$ cat config.mk
export PLATFORM = sky130hd
export DESIGN_NAME = udma_uart_cfg_seq
export DESIGN_NICKNAME = d
export VERILOG_FILES = /design/src/rtl/udma_uart_cfg_seq.sv
export SDC_FILE = /design/constraint.sdc
export NUM_CORES = 1
export LEC_CHECK = 0
export BUFFER_PORTS_ARGS = -buffer_cell sky130_fd_sc_hd__buf_4
export CORE_MARGIN = 2
export CORE_UTILIZATION = 48
export CTS_CLUSTER_SIZE = 14
export DETAILED_ROUTE_END_ITERATION = 16
export MAX_ROUTING_LAYER = met4
export PLACE_DENSITY = 0.76
export REMOVE_ABC_BUFFERS = 1
export SYNTH_ARGS = -nofsm -noshare
export SYNTH_HDL_FRONTEND = slang
export SYNTH_SLANG_ARGS = --single-unit
export TNS_END_PERCENT = 10
$ cat constraint.sdc
create_clock -name sys_clk_i -period 4.1 [get_ports sys_clk_i]
set_input_delay 0.41 -clock sys_clk_i [delete_from_list [all_inputs] [get_ports sys_clk_i]]
set_output_delay 0.41 -clock sys_clk_i [all_outputs]
set_load 0.005 [all_outputs]
$ cat src/rtl/udma_uart_cfg_seq.sv
// udma_uart_cfg_seq: register-bus master that programs the udma UART via its
// cfg port. A start pulse latches the request fields. The block then writes
// SETUP, the optional RX channel registers and the TX channel registers, and
// polls STATUS until TX is idle.
//
// Ports:
//   sys_clk_i, rst_i         clock, asynchronous active-high reset
//   start_i, abort_i         start pulse (IDLE only), level abort request
//   setup_i, rx_en_i, rx_*_i, tx_*_i  request fields, latched on start
//   cfg_*_o / cfg_*_i        UART register port (valid/ready handshake)
//   busy_o, done_o           sequence running, one-cycle completion pulse
//   err_o, err_code_o        sticky error: 1 timeout, 2 abort, 3 readback
//
// Optional: define UDMA_UART_CFG_SEQ_READBACK_EN to read back and compare each
// SETUP/SADDR/SIZE write before continuing.
module udma_uart_cfg_seq #(
    parameter int unsigned L2_AWIDTH_NOAL = 12,
    parameter int unsigned TRANS_SIZE     = 16,
    parameter int unsigned POLL_TIMEOUT   = 1024,
    parameter logic [4:0]  ADDR_RX_SADDR  = 5'h00,
    parameter logic [4:0]  ADDR_RX_SIZE   = 5'h01,
    parameter logic [4:0]  ADDR_RX_CFG    = 5'h02,
    parameter logic [4:0]  ADDR_TX_SADDR  = 5'h04,
    parameter logic [4:0]  ADDR_TX_SIZE   = 5'h05,
    parameter logic [4:0]  ADDR_TX_CFG    = 5'h06,
    parameter logic [4:0]  ADDR_STATUS    = 5'h08,
    parameter logic [4:0]  ADDR_SETUP     = 5'h09
) (
    input  logic                      sys_clk_i,
    input  logic                      rst_i,
    input  logic                      start_i,
    input  logic                      abort_i,
    input  logic [31:0]               setup_i,
    input  logic                      rx_en_i,
    input  logic [L2_AWIDTH_NOAL-1:0] rx_saddr_i,
    input  logic [TRANS_SIZE-1:0]     rx_size_i,
    input  logic [L2_AWIDTH_NOAL-1:0] tx_saddr_i,
    input  logic [TRANS_SIZE-1:0]     tx_size_i,
    output logic [31:0]               cfg_data_o,
    output logic [4:0]                cfg_addr_o,
    output logic                      cfg_valid_o,
    output logic                      cfg_rwn_o,
    input  logic                      cfg_ready_i,
    input  logic [31:0]               cfg_data_i,
    output logic                      busy_o,
    output logic                      done_o,
    output logic                      err_o,
    output logic [1:0]                err_code_o
);

    localparam int unsigned CNT_W       = $clog2(POLL_TIMEOUT + 1);
    localparam logic [31:0] CFG_EN_WORD = 32'h0000_0010;
    localparam logic [1:0]  ERR_NONE    = 2'd0;
    localparam logic [1:0]  ERR_TIMEOUT = 2'd1;
    localparam logic [1:0]  ERR_ABORT   = 2'd2;
`ifdef UDMA_UART_CFG_SEQ_READBACK_EN
    localparam logic [1:0]  ERR_RDBK    = 2'd3;
`endif

    typedef enum logic [3:0] {
        S_IDLE, S_W_SETUP, S_W_RX_SADDR, S_W_RX_SIZE, S_W_RX_CFG,
        S_W_TX_SADDR, S_W_TX_SIZE, S_W_TX_CFG, S_POLL, S_DONE
`ifdef UDMA_UART_CFG_SEQ_READBACK_EN
        , S_R_SETUP, S_R_RX_SADDR, S_R_RX_SIZE, S_R_TX_SADDR, S_R_TX_SIZE
`endif
    } state_t;

    state_t                    state_q, state_d, succ, after_setup;
    logic [31:0]               setup_q;
    logic                      rx_en_q;
    logic [L2_AWIDTH_NOAL-1:0] rx_saddr_q, tx_saddr_q;
    logic [TRANS_SIZE-1:0]     rx_size_q, tx_size_q;
    logic [CNT_W-1:0]          cnt_q, cnt_d;
    logic [31:0]               data_d, req_wdata;
    logic [4:0]                addr_d, req_addr;
    logic                      valid_d, rwn_d, busy_d, done_d, err_d, req_rwn;
    logic [1:0]                code_d, err_val;
    logic                      err_hit, latch_c;

`ifndef UDMA_UART_CFG_SEQ_READBACK_EN
    // Only the TX-busy status bit is consumed without readback.
    logic data_unused_c;
    assign data_unused_c = ^cfg_data_i[31:1];
`endif

    assign after_setup = rx_en_q ? S_W_RX_SADDR : S_W_TX_SADDR;

    // Per-state register address, write value (also readback reference) and successor.
    always_comb begin
        req_addr  = ADDR_STATUS;
        req_wdata = '0;
        req_rwn   = 1'b1;
        succ      = S_IDLE;
        case (state_q)
`ifdef UDMA_UART_CFG_SEQ_READBACK_EN
            S_W_SETUP:    begin req_addr = ADDR_SETUP;    req_wdata = setup_q;           req_rwn = 1'b0; succ = S_R_SETUP;    end
            S_W_RX_SADDR: begin req_addr = ADDR_RX_SADDR; req_wdata = 32'(rx_saddr_q);   req_rwn = 1'b0; succ = S_R_RX_SADDR; end
            S_W_RX_SIZE:  begin req_addr = ADDR_RX_SIZE;  req_wdata = 32'(rx_size_q);    req_rwn = 1'b0; succ = S_R_RX_SIZE;  end
            S_W_TX_SADDR: begin req_addr = ADDR_TX_SADDR; req_wdata = 32'(tx_saddr_q);   req_rwn = 1'b0; succ = S_R_TX_SADDR; end
            S_W_TX_SIZE:  begin req_addr = ADDR_TX_SIZE;  req_wdata = 32'(tx_size_q);    req_rwn = 1'b0; succ = S_R_TX_SIZE;  end
            S_R_SETUP:    begin req_addr = ADDR_SETUP;    req_wdata = setup_q;           succ = after_setup;   end
            S_R_RX_SADDR: begin req_addr = ADDR_RX_SADDR; req_wdata = 32'(rx_saddr_q);   succ = S_W_RX_SIZE;   end
            S_R_RX_SIZE:  begin req_addr = ADDR_RX_SIZE;  req_wdata = 32'(rx_size_q);    succ = S_W_RX_CFG;    end
            S_R_TX_SADDR: begin req_addr = ADDR_TX_SADDR; req_wdata = 32'(tx_saddr_q);   succ = S_W_TX_SIZE;   end
            S_R_TX_SIZE:  begin req_addr = ADDR_TX_SIZE;  req_wdata = 32'(tx_size_q);    succ = S_W_TX_CFG;    end
`else
            S_W_SETUP:    begin req_addr = ADDR_SETUP;    req_wdata = setup_q;           req_rwn = 1'b0; succ = after_setup;  end
            S_W_RX_SADDR: begin req_addr = ADDR_RX_SADDR; req_wdata = 32'(rx_saddr_q);   req_rwn = 1'b0; succ = S_W_RX_SIZE;  end
            S_W_RX_SIZE:  begin req_addr = ADDR_RX_SIZE;  req_wdata = 32'(rx_size_q);    req_rwn = 1'b0; succ = S_W_RX_CFG;   end
            S_W_TX_SADDR: begin req_addr = ADDR_TX_SADDR; req_wdata = 32'(tx_saddr_q);   req_rwn = 1'b0; succ = S_W_TX_SIZE;  end
            S_W_TX_SIZE:  begin req_addr = ADDR_TX_SIZE;  req_wdata = 32'(tx_size_q);    req_rwn = 1'b0; succ = S_W_TX_CFG;   end
`endif
            S_W_RX_CFG:   begin req_addr = ADDR_RX_CFG;   req_wdata = CFG_EN_WORD;       req_rwn = 1'b0; succ = S_W_TX_SADDR; end
            S_W_TX_CFG:   begin req_addr = ADDR_TX_CFG;   req_wdata = CFG_EN_WORD;       req_rwn = 1'b0; succ = S_POLL;       end
            S_POLL:       begin succ = S_DONE; end
            default:      ;
        endcase
    end

    // Next state and next registered outputs.
    always_comb begin
        state_d = state_q;
        valid_d = cfg_valid_o;
        addr_d  = cfg_addr_o;
        data_d  = cfg_data_o;
        rwn_d   = cfg_rwn_o;
        busy_d  = busy_o;
        done_d  = 1'b0;
        err_d   = err_o;
        code_d  = err_code_o;
        cnt_d   = cnt_q;
        latch_c = 1'b0;
        err_hit = 1'b0;
        err_val = ERR_NONE;
        case (state_q)
            S_IDLE: begin
                valid_d = 1'b0;
                busy_d  = 1'b0;
                if (start_i && !abort_i) begin
                    latch_c = 1'b1;
                    state_d = S_W_SETUP;
                    busy_d  = 1'b1;
                    err_d   = 1'b0;
                    code_d  = ERR_NONE;
                    cnt_d   = '0;
                end
            end
            S_DONE: begin
                done_d  = 1'b1;
                busy_d  = 1'b0;
                state_d = S_IDLE;
            end
            default: begin
                if (!cfg_valid_o) begin
                    // No transaction pending: abort may cut in before issuing.
                    if (abort_i) begin
                        err_hit = 1'b1;
                        err_val = ERR_ABORT;
                    end else begin
                        valid_d = 1'b1;
                        addr_d  = req_addr;
                        data_d  = req_rwn ? 32'h0 : req_wdata;
                        rwn_d   = req_rwn;
                    end
                end else if (cfg_ready_i) begin
                    valid_d = 1'b0;
                    state_d = succ;
                    if (state_q == S_POLL && cfg_data_i[0]) begin
                        if (cnt_q + CNT_W'(1) == CNT_W'(POLL_TIMEOUT)) begin
                            err_hit = 1'b1;
                            err_val = ERR_TIMEOUT;
                        end else begin
                            cnt_d   = cnt_q + CNT_W'(1);
                            state_d = S_POLL;
                        end
                    end
`ifdef UDMA_UART_CFG_SEQ_READBACK_EN
                    if (req_rwn && state_q != S_POLL && cfg_data_i != req_wdata) begin
                        err_hit = 1'b1;
                        err_val = ERR_RDBK;
                    end
`endif
                    if (abort_i && !err_hit) begin
                        err_hit = 1'b1;
                        err_val = ERR_ABORT;
                    end
                end
            end
        endcase
        if (err_hit) begin
            state_d = S_IDLE;
            valid_d = 1'b0;
            busy_d  = 1'b0;
            err_d   = 1'b1;
            code_d  = (err_code_o == ERR_NONE) ? err_val : err_code_o;
        end
    end

    // State, outputs and request shadow registers.
    always_ff @(posedge sys_clk_i or posedge rst_i) begin
        if (rst_i) begin
            state_q     <= S_IDLE;
            cnt_q       <= '0;
            cfg_valid_o <= 1'b0;
            cfg_addr_o  <= '0;
            cfg_data_o  <= '0;
            cfg_rwn_o   <= 1'b0;
            busy_o      <= 1'b0;
            done_o      <= 1'b0;
            err_o       <= 1'b0;
            err_code_o  <= ERR_NONE;
            setup_q     <= '0;
            rx_en_q     <= 1'b0;
            rx_saddr_q  <= '0;
            rx_size_q   <= '0;
            tx_saddr_q  <= '0;
            tx_size_q   <= '0;
        end else begin
            state_q     <= state_d;
            cnt_q       <= cnt_d;
            cfg_valid_o <= valid_d;
            cfg_addr_o  <= addr_d;
            cfg_data_o  <= data_d;
            cfg_rwn_o   <= rwn_d;
            busy_o      <= busy_d;
            done_o      <= done_d;
            err_o       <= err_d;
            err_code_o  <= code_d;
            if (latch_c) begin
                setup_q    <= setup_i;
                rx_en_q    <= rx_en_i;
                rx_saddr_q <= rx_saddr_i;
                rx_size_q  <= rx_size_i;
                tx_saddr_q <= tx_saddr_i;
                tx_size_q  <= tx_size_i;
            end
        end
    end

endmodule

-- Word level (Yosys, flattened, before mapping)
Index checks and enable logic that the tools add are counted.
- bits in registers: 148
- input port bits: 126
- output and inout bits: 44
- logic and storage cells: 112
- add/subtract/negate cells: 1
- equal/unequal tests: 15
- mux-type cells: 53
- bitwise gates (word level): 4
- reduce and logical (&&, ||, !) cells: 23
- operators by type and width (cell ; count):
    $pmux 32 s6 ; 1
    $mux 11 ; 5
    $mux 32 ; 1
    $pmux 4 s8 ; 1
    $pmux 4 s7 ; 1
    $mux 1 ; 24
    $mux 4 ; 6
    $pmux 11 s2 ; 1
    $mux 2 ; 9
    $eq 4x3->1 const B ; 4
    $add 11x1->11 const B ; 1
    $eq 11x11->1 const B ; 1
    $reduce_bool 2->1 ; 5
    $reduce_and 3->1 ; 3
    $eq 4x2->1 const B ; 2
    $eq 4x4->1 const B ; 2
    $pmux 4 s2 ; 1
    $reduce_bool 4->1 ; 2
    $reduce_or 7->1 ; 1
    $reduce_and 6->1 ; 1
    $eq 4x1->1 const B ; 1
    $logic_not 4->1 ; 1
    $ne 2x1->1 const B ; 2
    $ne 2x2->1 const B ; 2
    other kinds (10) ; 18

-- Longest topological paths before layout
Gate-level depths: netlist of run 1.
- word-level depth: 15
- depth in mapped cells: 10
- gate-level depth less buffers: 7

-- Worst setup path after synthesis of run 1
OpenSTA, ideal clock, no wires.
- path type: register -> register
- from: register cnt_q[0]
- to: register cnt_q[5]
- library setup time: 126 ps
- arrival: 2019 ps
- path slack: 1955 ps
- stages on the path, launching flop included: 10
- path buffers: 3
- clock period less this slack: 2145 ps
- cells stage by stage: dfrtp_1 > ha_1 > buf_6 > nor3_1 > a31oi_1 > a2111oi_4 > a31oi_2 > buf_6 > buf_8 > a221o_1
- cells in the longest elaborated chain, start to end: 6
- elaborated cells on any way between the ends: 9
- classes of those cells: add/sub (1); eq/ne (2); mux (5); reduce/logical (1)
- RTL lines (element ; RTL line ; text):
    start: declaration ; 73 ; logic [CNT_W-1:0] cnt_q, cnt_d;
    start signal: assignment ; 220 ; cnt_q <= cnt_d;
    $add 11x1->11 * ; 169, 173 ;
    $mux 11 ; 169 ; if (cnt_q + CNT_W'(1) == CNT_W'(POLL_TIMEOUT)) begin
    $mux 11 ; 168 ; if (state_q == S_POLL && cfg_data_i[0]) begin
    $mux 11 ; 165 ; end else if (cfg_ready_i) begin
    $mux 11 ; 154 ; if (!cfg_valid_o) begin
    $pmux 11 s2 ; 135 ; case (state_q)
Mark *: on every way between the ends. The rest lies on a longest branch, timed or not. The select of a mux whose other input is x is not followed.
A chain may end at the register's enable or synchronous reset.

-- Worst setup path in the final report of run 1
- from: register state_q[1]
- to: register cnt_q[2]
- cells in the longest elaborated chain, start to end: 4
- elaborated cells on any way between the ends: 12
- classes of those cells: eq/ne (4); mux (1); bitwise (1); reduce/logical (6)
- RTL lines (element ; RTL line ; text):
    start: declaration ; 68 ; state_t state_q, state_d, succ, after_setup;
    start signal: assignment ; 219 ; state_q <= state_d;
    $eq 4x4->1 ; 168 ;
    $logic_and 1x1->1 ; 168 ;
    $reduce_bool 2->1 (no line) ; -- ;
    $reduce_and 6->1 (no line) ; -- ;
Several ways; a longest one is shown, not always the timed one.

==> results.ini, run 1 <==
[worst_setup_path]
startpoint_type=register
crit_slowest_cell=and3_2
arrival_ns=3.01
end_kind=register
cp.required_ns=4.41
ff2ff_path_depth=5
slowest_delay_ns=0.75
path_cells=nor2_1 > and3_2 > buf_4 > mux2i_1 > a22o_2
worst-setup-path-type=reg2reg
cp_max_fo=36

[sta]
max_slew.worst_pin.slew_ns=1.11
finalMaxSlewViolations=0
setup_slack_ns=1.39
slew_headroom_pct=25.6
min_period_ns=2.71
fin_crit_sh_pct=66.0
fin_skew_ns=0.00603
setup_viol=0
hold_viol=0
rsz0062_at_grt=false
holdWs_ns=0.154
fmax_mhz=370

[synth]
synth_edf_count=0
yosys_warnings=0
netlist_instances=757
ys_top_cells_by_count=nand2_1 (346), dfrtp_1 (147), o21ai_0 (46)
synth_area_leaders=dfrtp_1 (56%), nand2_1 (20%), o21ai_0 (3.5%), a22oi_1 (2.5%), clkbuf_1 (2.2%)
synth_top_area_share_pct=55.8
avgSynthCellArea_um2=8.71
synthFlopType=dfrtp_1
synth_area_leader_cell=dfrtp_1
synthesis.area_um2=6590
yosysSeqAreaShare_pct=55.8
synth-async-reset-ratio_pct=100
ys_ff_latch=147
yosysMostFrequentCell=nand2_1
synth_cell_types=54

[clock_tree]
clk_pin_slew_ns=0.06
h-tree-depth=4
cts_buffers=17
cts_sinks=147
root_buffer=clkbuf_16
insertion_delay_ns=0.42
cts_tree=built
cts_setup_buffers=0
post_cts_resized=0
cts-hold-fix-buffers=0
clockBufferDepth=2

[run]
cap_violations=0

[floorplanning]
die-area_um2=14700
die_x_um=121
rows=42
io-pin-count=170
initial_core_util_pct=49.4
core_um2=13300
die_y_um=121

[detailed_routing]
post_drt_wl_per_cell_um=14.8
drc=0
drt-pass1-iter-count=5
drt_iter0_markers=381
via_per_inst=5.19
antenna_left=0
vias=5507
wl_um=15800

[power_and_ir_drop]
power.density_nw_per_um2=638
vdd_drop_max_v=0.000346
leakage_nw=4.27

[placed_design]
place_congestion=0.864
port_buffers=137
dp_hpwl_um=10200
post-place-ws_ns=1.41
placed_area_um2=7720
dp_cells=1030

[layout]
finish.utilization_pct=62.1
final_nets=1001
antenna_cells=0
drive_above_1_share_pct=22.7
layoutNonFillerInstCount=1062
fin_area_um2=8290
areaGrowthSynthToFinish_pct=25.9

[global_route]
grt_pass1_wl_um=26200
use_met1_pct=31.9
met3_usage_pct=3.95
grtUsageMet2_pct=35.7
grt_overflow=0
antenna_found_initial=0
grt_max_degree=94
busiest_layer=met2
grt_pass1_vias=5323
track_usage_pct=23.4

[min_path]
hp-class=in2async

[run_status]
outcome=finished clean

[path summary, 6_finish.rpt]
kind / end / from / slack, ns
max: cnt_q[2] / state_q[1] / 1.39
min: cfg_data_o[21] / rst_i / 0.15
max reg2reg: cnt_q[2] / state_q[1] / 1.39
min reg2reg: rx_size_q[6] / rx_size_q[6] / 0.47
max in group asynchronous: cfg_data_o[9] / rst_i / 3.01
min in group sys_clk_i: setup_q[27] / setup_i[27] / 0.18
[power by group]
group / leakage, nW / switching [W] / internal, W
sequential: 1.89 / 0.000335 / 0.00198
clock: 0.282 / 0.000579 / 0.000913
combinational: 2.10 / 0.000866 / 0.000612
[per-layer routing]
| layer | up-vias | share of wire [%] |
|---|---|---|
| li1 | 2725 | - |
| met1 | 2604 | 46 |
| met2 | 165 | 48 |
| met3 | 13 | 4.9 |
| met4 | 0 | 1.3 |
| met5 | - | 0 |
[state kept, by name (all words and copies together), names as in the netlist, 2 cells and up]
name        count
err_code_o      2
tx_size_q      16
cfg_addr_o      4
tx_saddr_q     12
setup_q        32
cnt_q          11
rx_saddr_q     12
state_q         4
cfg_data_o     32
rx_size_q      16
[layout by cell type (no fill, tap or decap), types with 2 or more instances in the layout]
| cell type | synthesis | layout |
|---|---|---|
| clkinv_2 | 0 | 4 |
| o31ai_1 | 5 | 5 |
| buf_4 | 3 | 148 |
| clkbuf_16 | 0 | 17 |
| a22oi_1 | 22 | 22 |
| a21o_1 | 4 | 4 |
| clkbuf_8 | 0 | 5 |
| nand4_1 | 5 | 5 |
| xnor2_1 | 3 | 3 |
| nor3_1 | 10 | 8 |
| nand2b_1 | 3 | 3 |
| nand3_1 | 7 | 6 |
| a22o_1 | 5 | 5 |
| clkinvlp_4 | 0 | 2 |
| or3_1 | 3 | 2 |
| nor2_1 | 18 | 16 |
| mux2i_1 | 2 | 2 |
| inv_6 | 0 | 2 |
| inv_1 | 7 | 6 |
| a211o_1 | 3 | 3 |
| a22o_2 | 3 | 3 |
| nor3_2 | 0 | 2 |
| ha_1 | 2 | 2 |
| and3_1 | 6 | 5 |
| a31oi_1 | 2 | 2 |
| nor2b_1 | 3 | 3 |
| clkbuf_1 | 38 | 2 |
| a221o_1 | 3 | 3 |
| and3_2 | 3 | 4 |
| dfrtp_1 | 147 | 147 |
| mux2_2 | 2 | 2 |
| a21oi_1 | 23 | 23 |
| o21ai_0 | 46 | 46 |
| nand2_1 | 346 | 346 |
[worst max-delay path: cells and delay by family, from the launching register on]
family / cells / cell delay (ns)
AND/OR/NAND/NOR: 2 / 1.23
flip-flops: 1 / 0.54
buffers and inverters: 1 / 0.46
AO/OA/AOI/OAI: 1 / 0.21
multiplexers: 1 / 0.13
[final cells by class]
class	instances	area (µm²)
Inverter	7	31.3
Clock buffer	24	502
Fill cell	1197	5050
Sequential cell	147	3680
Clock inverter	8	73.8
Timing Repair Buffer	148	1110
Tap cell	176	220
Multi-Input combinational cell	552	2680
[stage by stage]
stage	total power [W]	TNS (ns)
global placement	0.00376	0
global route	0.00566	0
CTS	0.00534	0
floorplan	0.00318	-38.42
detailed placement	0.00383	0
finish	0.00529	0
[cells by family (layout without fill, tap and decap cells)]
family | Yosys count | after routing | synth area share [%]
AO/OA/AOI/OAI | 128 | 128 | 13.0
adder cells (fa/ha/maj) | 3 | 3 | 0.532
AND/OR/NAND/NOR | 412 | 412 | 25.2
XOR/XNOR | 4 | 4 | 0.532
buffers and inverters | 58 | 187 | 4.16
other | 1 | 1 | 0.0569
flip-flops | 147 | 147 | 55.8
multiplexers | 4 | 4 | 0.646
(Power assumes the default switching activity.)
==> run 2, diff against run 1 <==
==> constraint.sdc (replaced) <==
create_clock -name sys_clk_i -period 2.3 [get_ports sys_clk_i]
set_input_delay 0.23 -clock sys_clk_i [delete_from_list [all_inputs] [get_ports sys_clk_i]]
set_output_delay 0.23 -clock sys_clk_i [all_outputs]
set_load 0.005 [all_outputs]
==> run 2 against run 1 <==
- maximum frequency up 22%
- wire length up 3.1%
- sequential cell count unchanged
- combinational power up 96%
==> results.ini, run 2 (synthesis results as in run 1) <==
[floorplanning]
die-area_um2=14700
core_um2=13300
die_x_um=121
rows=42
die_y_um=121
initial_core_util_pct=49.4
io-pin-count=170

[detailed_routing]
post_drt_wl_per_cell_um=14.6
drt-pass1-iter-count=5
wl_um=16300
vias=5706
via_per_inst=5.11
drc=0
drt_iter0_markers=455
antenna_left=0

[placed_design]
placed_area_um2=7970
place_congestion=0.873
dp_hpwl_um=10600
port_buffers=137

[power_and_ir_drop]
p_total_w=0.00966
leakage_nw=4.52
vdd_drop_max_v=0.000624
power.density_nw_per_um2=1090

[sta]
finalMaxSlewViolations=0
slew_headroom_pct=54.3
fin_crit_sh_pct=96.5
setup_viol=0
hold_viol=0
fmax_mhz=451
fin_skew_ns=0.00835
max_slew.worst_pin.slew_ns=0.683
min_period_ns=2.22

[worst_setup_path]
cp_max_fo=7
arrival_ns=2.51
end_kind=register
cp.required_ns=2.59
startpoint_type=register
worst-setup-path-type=reg2reg
r2r_slack_ns=0.08

[global_route]
grt_pass1_wl_um=26900
grt_max_degree=61
antenna_found_initial=0
grt_pass1_vias=5519
track_usage_pct=24.0
grt_overflow=0

[clock_tree]
cts_sinks=147
insertion_delay_ns=0.41
cts_setup_buffers=0
cts_tree=built
root_buffer=clkbuf_16
h-tree-depth=4
clockBufferDepth=2
cts_buffers=17
clk_pin_slew_ns=0.06

[layout]
areaGrowthSynthToFinish_pct=34.1
layout_commonest_cell=nand2_1
fin_area_um2=8830
final_nets=1055
num-fill-cells=1133
drive_above_1_share_pct=24.7
reg.largest.list=cfg_data_o: 32 flops, setup_q: 32 flops
antenna_cells=0
final_cell_mix=nand2_1 (346), buf_4 (172), dfrtp_1 (145), o21ai_0 (46), dlygate4sd3_1 (26)

[run_status]
outcome=finished clean

[min_path]
hp-class=in2reg

[run]
cap_violations=0

==> run 2: changes by cell type in the layout (fill, tap and decap cells not counted), moves of 2 or more <==
cell and delta:
dfrtp_1 -2, dfrtp_2 +2, dlygate4sd3_1 +26, clkbuf_8 -3, buf_4 +24, buf_12 +3
==> run 2: cell type report <==
class | instances | area (µm²) | area share, %
sequential | 147 | 3680 | 41.7
timing repair buffer | 202 | 1620 | 18.4
multi-input combinational | 552 | 2710 | 30.6
inverter | 7 | 31.3 | 0.354
clock buffer | 22 | 464 | 5.25
tap | 176 | 220 | 2.49
clock inverter | 10 | 108 | 1.22
==> run 2: worst paths after layout <==
kind | startpoint | depth (start not counted) | end
min in group asynchronous | rst_i | 3 | cfg_data_o[28]
max in group asynchronous | rst_i | 4 | rx_saddr_q[5]
worst min register to register | rx_size_q[9] | 2 | rx_size_q[9]
worst min-delay path | tx_saddr_i[3] | 3 | tx_saddr_q[3]
worst max-delay path | cnt_q[1] | 8 | cnt_q[5]
worst max register to register | cnt_q[1] | 8 | cnt_q[5]
==> run 2: through the flow <==
step	std cells	setup TNS [ns]	utilization [%]	hold slack (ns)	setup WS (ns)
after detailed placement	1058	0	59.7	0.325	0.0500
after global routing	1116	-0.0122	66.2	0.00921	-0.0122
after CTS	1116	0	65.9	0.00000935	0.0233
after floorplan	706	-353.40	-	0.335	-1.88
final	1116	0	66.2	0.0140	0.0807
after global placement	1058	0	59.7	0.318	0.0644
==> run 2: critical path, stage by stage, from the launching register on <==
cell and delay, ns:
dfrtp_1 0.43, buf_4 0.16, and3_1 0.19, a211o_1 0.33
a22oi_4 0.21, a31oi_4 0.13, buf_4 0.18, and3_2 0.20
a221o_1 0.26
==> run 2: report_power, final <==
| part | switching, W | total, W | internal [W] | leakage [nW] |
|---|---|---|---|---|
| sequential | 0.000558 | 0.00410 | 0.00354 | 1.89 |
| combinational | 0.00164 | 0.00290 | 0.00126 | 2.36 |
| clock | 0.00102 | 0.00267 | 0.00164 | 0.276 |
| total | 0.00322 | 0.00966 | 0.00645 | 4.52 |
==> run 2: timing repair <==
action / 4_1_cts / 5_1_grt
gates resized for setup: 0 / 9
endpoints found under the setup margin: 0 / 12
hold endpoints to repair: 79 / 0
hold buffers: 26 / 0
==> run 2: layer usage <==
layer / global-route usage (%) / share of wire [%] / routed length, µm
met5: - / 0 / 0
met3: 3.85 / 5.1 / 823
met4: 8.84 / 2.0 / 333
met2: 35.9 / 47 / 7650
met1: 33.4 / 46 / 7450
==> run 3, diff against run 2 <==
--- a/config.mk
+++ b/config.mk
@@ -5,13 +5,13 @@
 export SDC_FILE = /design/constraint.sdc
 export NUM_CORES = 1
 export LEC_CHECK = 0
-export BUFFER_PORTS_ARGS = -buffer_cell sky130_fd_sc_hd__buf_4
+export ABC_AREA = 1
 export CORE_MARGIN = 2
-export CORE_UTILIZATION = 48
-export CTS_CLUSTER_SIZE = 14
+export CORE_UTILIZATION = 50
 export DETAILED_ROUTE_END_ITERATION = 16
+export DONT_BUFFER_PORTS = 1
 export MAX_ROUTING_LAYER = met4
-export PLACE_DENSITY = 0.76
+export PLACE_DENSITY = 0.68
 export REMOVE_ABC_BUFFERS = 1
 export SYNTH_ARGS = -nofsm -noshare
 export SYNTH_HDL_FRONTEND = slang
==> run 3 against run 2 <==
- critical path depth did not move
- sequential cell count did not move
- non-clock buffer count fell by 93
- sequential share of layout area up 2.8 points
- cell area is 6.4% lower
- clock power grew 4%
- total power is 0.80% higher
- wire length barely moved
- clock skew barely moved
- clock-buffer cell count increased by 2
- combinational power decreased by 7%
- sequential power rose by 4%
- critical path type unchanged
- largest cell class unchanged
==> results.ini, run 3 <==
[layout]
finish.utilization_pct=65.0
areaGrowthSynthToFinish_pct=25.6
reg.largest.list=cfg_data_o: 32 flops, setup_q: 32 flops
fin_area_um2=8270
layoutNonFillerInstCount=1087
multiInputGateArea_um2=2520
final_cell_mix=nand2_1 (432), dfrtp_1 (147), dlygate4sd3_1 (90), o21ai_0 (39), inv_1 (37)
final_nets=1030
num-fill-cells=1040
regArea_um2=3680
drive_above_1_share_pct=8.31
layout_commonest_cell=nand2_1
antenna_cells=0

[worst_setup_path]
ff2ff_path_depth=8
crit_slowest_cell=dfrtp_1
path_cells=nor2_1 > inv_1 > nor2_4 > nor2_2 > nand3_2 > clkinvlp_4 > nand2_1 > o21ai_0
worst-setup-path-type=reg2reg
startpoint_type=register
slowest_delay_ns=0.43
cp.depth=8
critPathCapture=cfg_data_o[22]
cp.required_ns=2.59
end_kind=register
rr_startpoint=state_q[0]
crit_start=state_q[0]
arrival_ns=2.34
cp_max_fo=9
cp_num_buf_inv=2
r2r_slack_ns=0.25
r2r_end=cfg_data_o[22]
cpLargestDelayFamily=simple AND/OR/NAND/NOR gates

[min_path]
hp-class=in2reg
hold_start=cfg_ready_i

[synth]
synthSimpleGateAreaFrac_pct=30.4
synth_top_area_share_pct=55.9
yosysSeqAreaShare_pct=55.9
synth_xor_area_share_pct=0.133
avgSynthCellArea_um2=8.15
synthFlopType=dfrtp_1
synth_area_leader_cell=dfrtp_1
synth_top_family_by_area=simple AND/OR/NAND/NOR gates
synth_area_leaders=dfrtp_1 (56%), nand2_1 (25%), o21ai_0 (3.0%), nand3_1 (2.4%), inv_1 (2.2%)
ys_ff_latch=147
synthMuxAreaShare_pct=0
synth-compound-area-share_pct=7.18
yosys_warnings=0
ys_top_cells_by_count=nand2_1 (432), dfrtp_1 (147), inv_1 (39), o21ai_0 (39), nand3_1 (31)
synthesis.area_um2=6590
synth_edf_count=0
synth_cell_types=30
yosysMostFrequentCell=nand2_1
synth_fa_ha_area_share_pct=0.380
netlist_instances=808
synth-async-reset-ratio_pct=100

[power_and_ir_drop]
comb_power_share_pct=27.8
intPower_w=0.00634
power.share.clock_pct=28.4
vdd_drop_max_v=0.000611
leakage_nw=4.25
switching_share_pct=34.9
power_switching_w=0.00340
p_total_w=0.00974
seq_power_share_pct=43.7
power.density_nw_per_um2=1180

[detailed_routing]
drt_iter0_markers=446
via_per_inst=5.14
antenna_left=0
vias=5592
drc=0
drt-pass1-iter-count=5
post_drt_wl_per_cell_um=14.9
wl_um=16200

[placed_design]
dp_hpwl_um=10200
port_buffers=0
placed_area_um2=6760
place_congestion=0.836
dp_cells=965

[sta]
fmax_mhz=488
fin_crit_sh_pct=89.2
finalMaxSlewViolations=0
holdWs_ns=0.0577
slew_headroom_pct=55.0
max_slew.worst_pin.slew_ns=0.675
hold_viol=0
min_period_ns=2.05
rsz0062_at_grt=false
fin_skew_ns=0.00802
setup_viol=0

[floorplanning]
die_x_um=119
rows=41
core_um2=12700
die_y_um=119
initial_core_util_pct=51.8
io-pin-count=170
die-area_um2=14100

[clock_tree]
h-tree-depth=4
cts_sinks=147
cts_buffers=17
clockBufferDepth=2
cts_setup_buffers=0
clk_pin_slew_ns=0.06
cts_tree=built
root_buffer=clkbuf_16
insertion_delay_ns=0.42

[global_route]
grt_pass1_wl_um=27200
antenna_found_initial=0
grt_pass1_vias=5672
grt_max_degree=84
track_usage_pct=25.2
grt_overflow=0

[run_status]
outcome=finished clean

[run]
cap_violations=0

-- run 3: cell types whose count changed after synthesis, moves of 10 or more --
cell,before,now
a21oi_1,23,13
a22oi_1,22,0
buf_2,3,16
clkbuf_1,38,5
inv_1,7,39
nand2_1,346,432
nand3_1,7,31
nor2_2,0,10
-- run 3: stage by stage --
| step | TNS, ns | setup WS (ns) |
|---|---|---|
| 4_1_cts | 0 | 0.106 |
| 3_5_place_dp | 0 | 0.119 |
| 5_1_grt | 0 | 0.0262 |
| 2_1_floorplan | -573.83 | -3.40 |
| 6_report | 0 | 0.249 |
| 3_3_place_gp | 0 | 0.305 |
-- run 3: kinds of logic (layout without fill, tap and decap cells) --
logic type | count (synthesis) | after routing
buffers and inverters | 78 | 185
and+or+nand+nor | 501 | 501
AOI/OAI and AO/OA | 78 | 78
other | 1 | 1
adders and majority gates | 2 | 2
xor gates and xnor gates | 1 | 1
DFF | 147 | 147
-- run 3: how the worst min path moves through the flow --
stage | cells past startpoint | slack (ns) | endpoint
floorplan | 2 | 0.35 | rx_saddr_q[0]
global placement | 1 | 0.24 | cfg_data_o[23]
detailed placement | 1 | 0.26 | cfg_data_o[31]
CTS | 4 | 0.04 | err_code_o[1]
global route | 4 | 0.07 | err_code_o[1]
finish | 4 | 0.06 | err_code_o[1]
-- run 3: routing by layer --
layer	vias up	GRT usage, %	wire length (µm)
met2	191	41.1	8230
met5	-	-	0
li1	2714	-	-
met1	2656	29.9	6730
met3	31	6.23	897
met4	0	10.4	388
-- run 3: final cells by class --
type	count	area share, %
Clock buffer	24	6.07
Timing Repair Buffer	109	13.1
Tap cell	172	2.60
Multi-Input combinational cell	583	30.5
Sequential cell	147	44.5
Inverter	44	2.10
Clock inverter	8	1.20
-- run 3: repair_timing --
action	4_1_cts	5_1_grt
hold endpoints to repair	159	0
hold buffers	90	0
setup endpoints to repair	0	9
resized for setup	0	1
-- run 3: tightest hold or removal path, delay by kind of cell --
family / cells / cell delay [ns]
and+or+nand+nor: 4 / 0.21
-- run 3: power by group through the flow --
| stage | combinational (W) | sequential, W | clock [W] |
|---|---|---|---|
| after floorplan | 0.00187 | 0.00411 | 0 |
| after global placement | 0.00246 | 0.00423 | 0 |
| after detailed placement | 0.00256 | 0.00428 | 0 |
| after CTS | 0.00270 | 0.00425 | 0.00282 |
| after global routing | 0.00312 | 0.00438 | 0.00294 |
| final | 0.00271 | 0.00426 | 0.00277 |
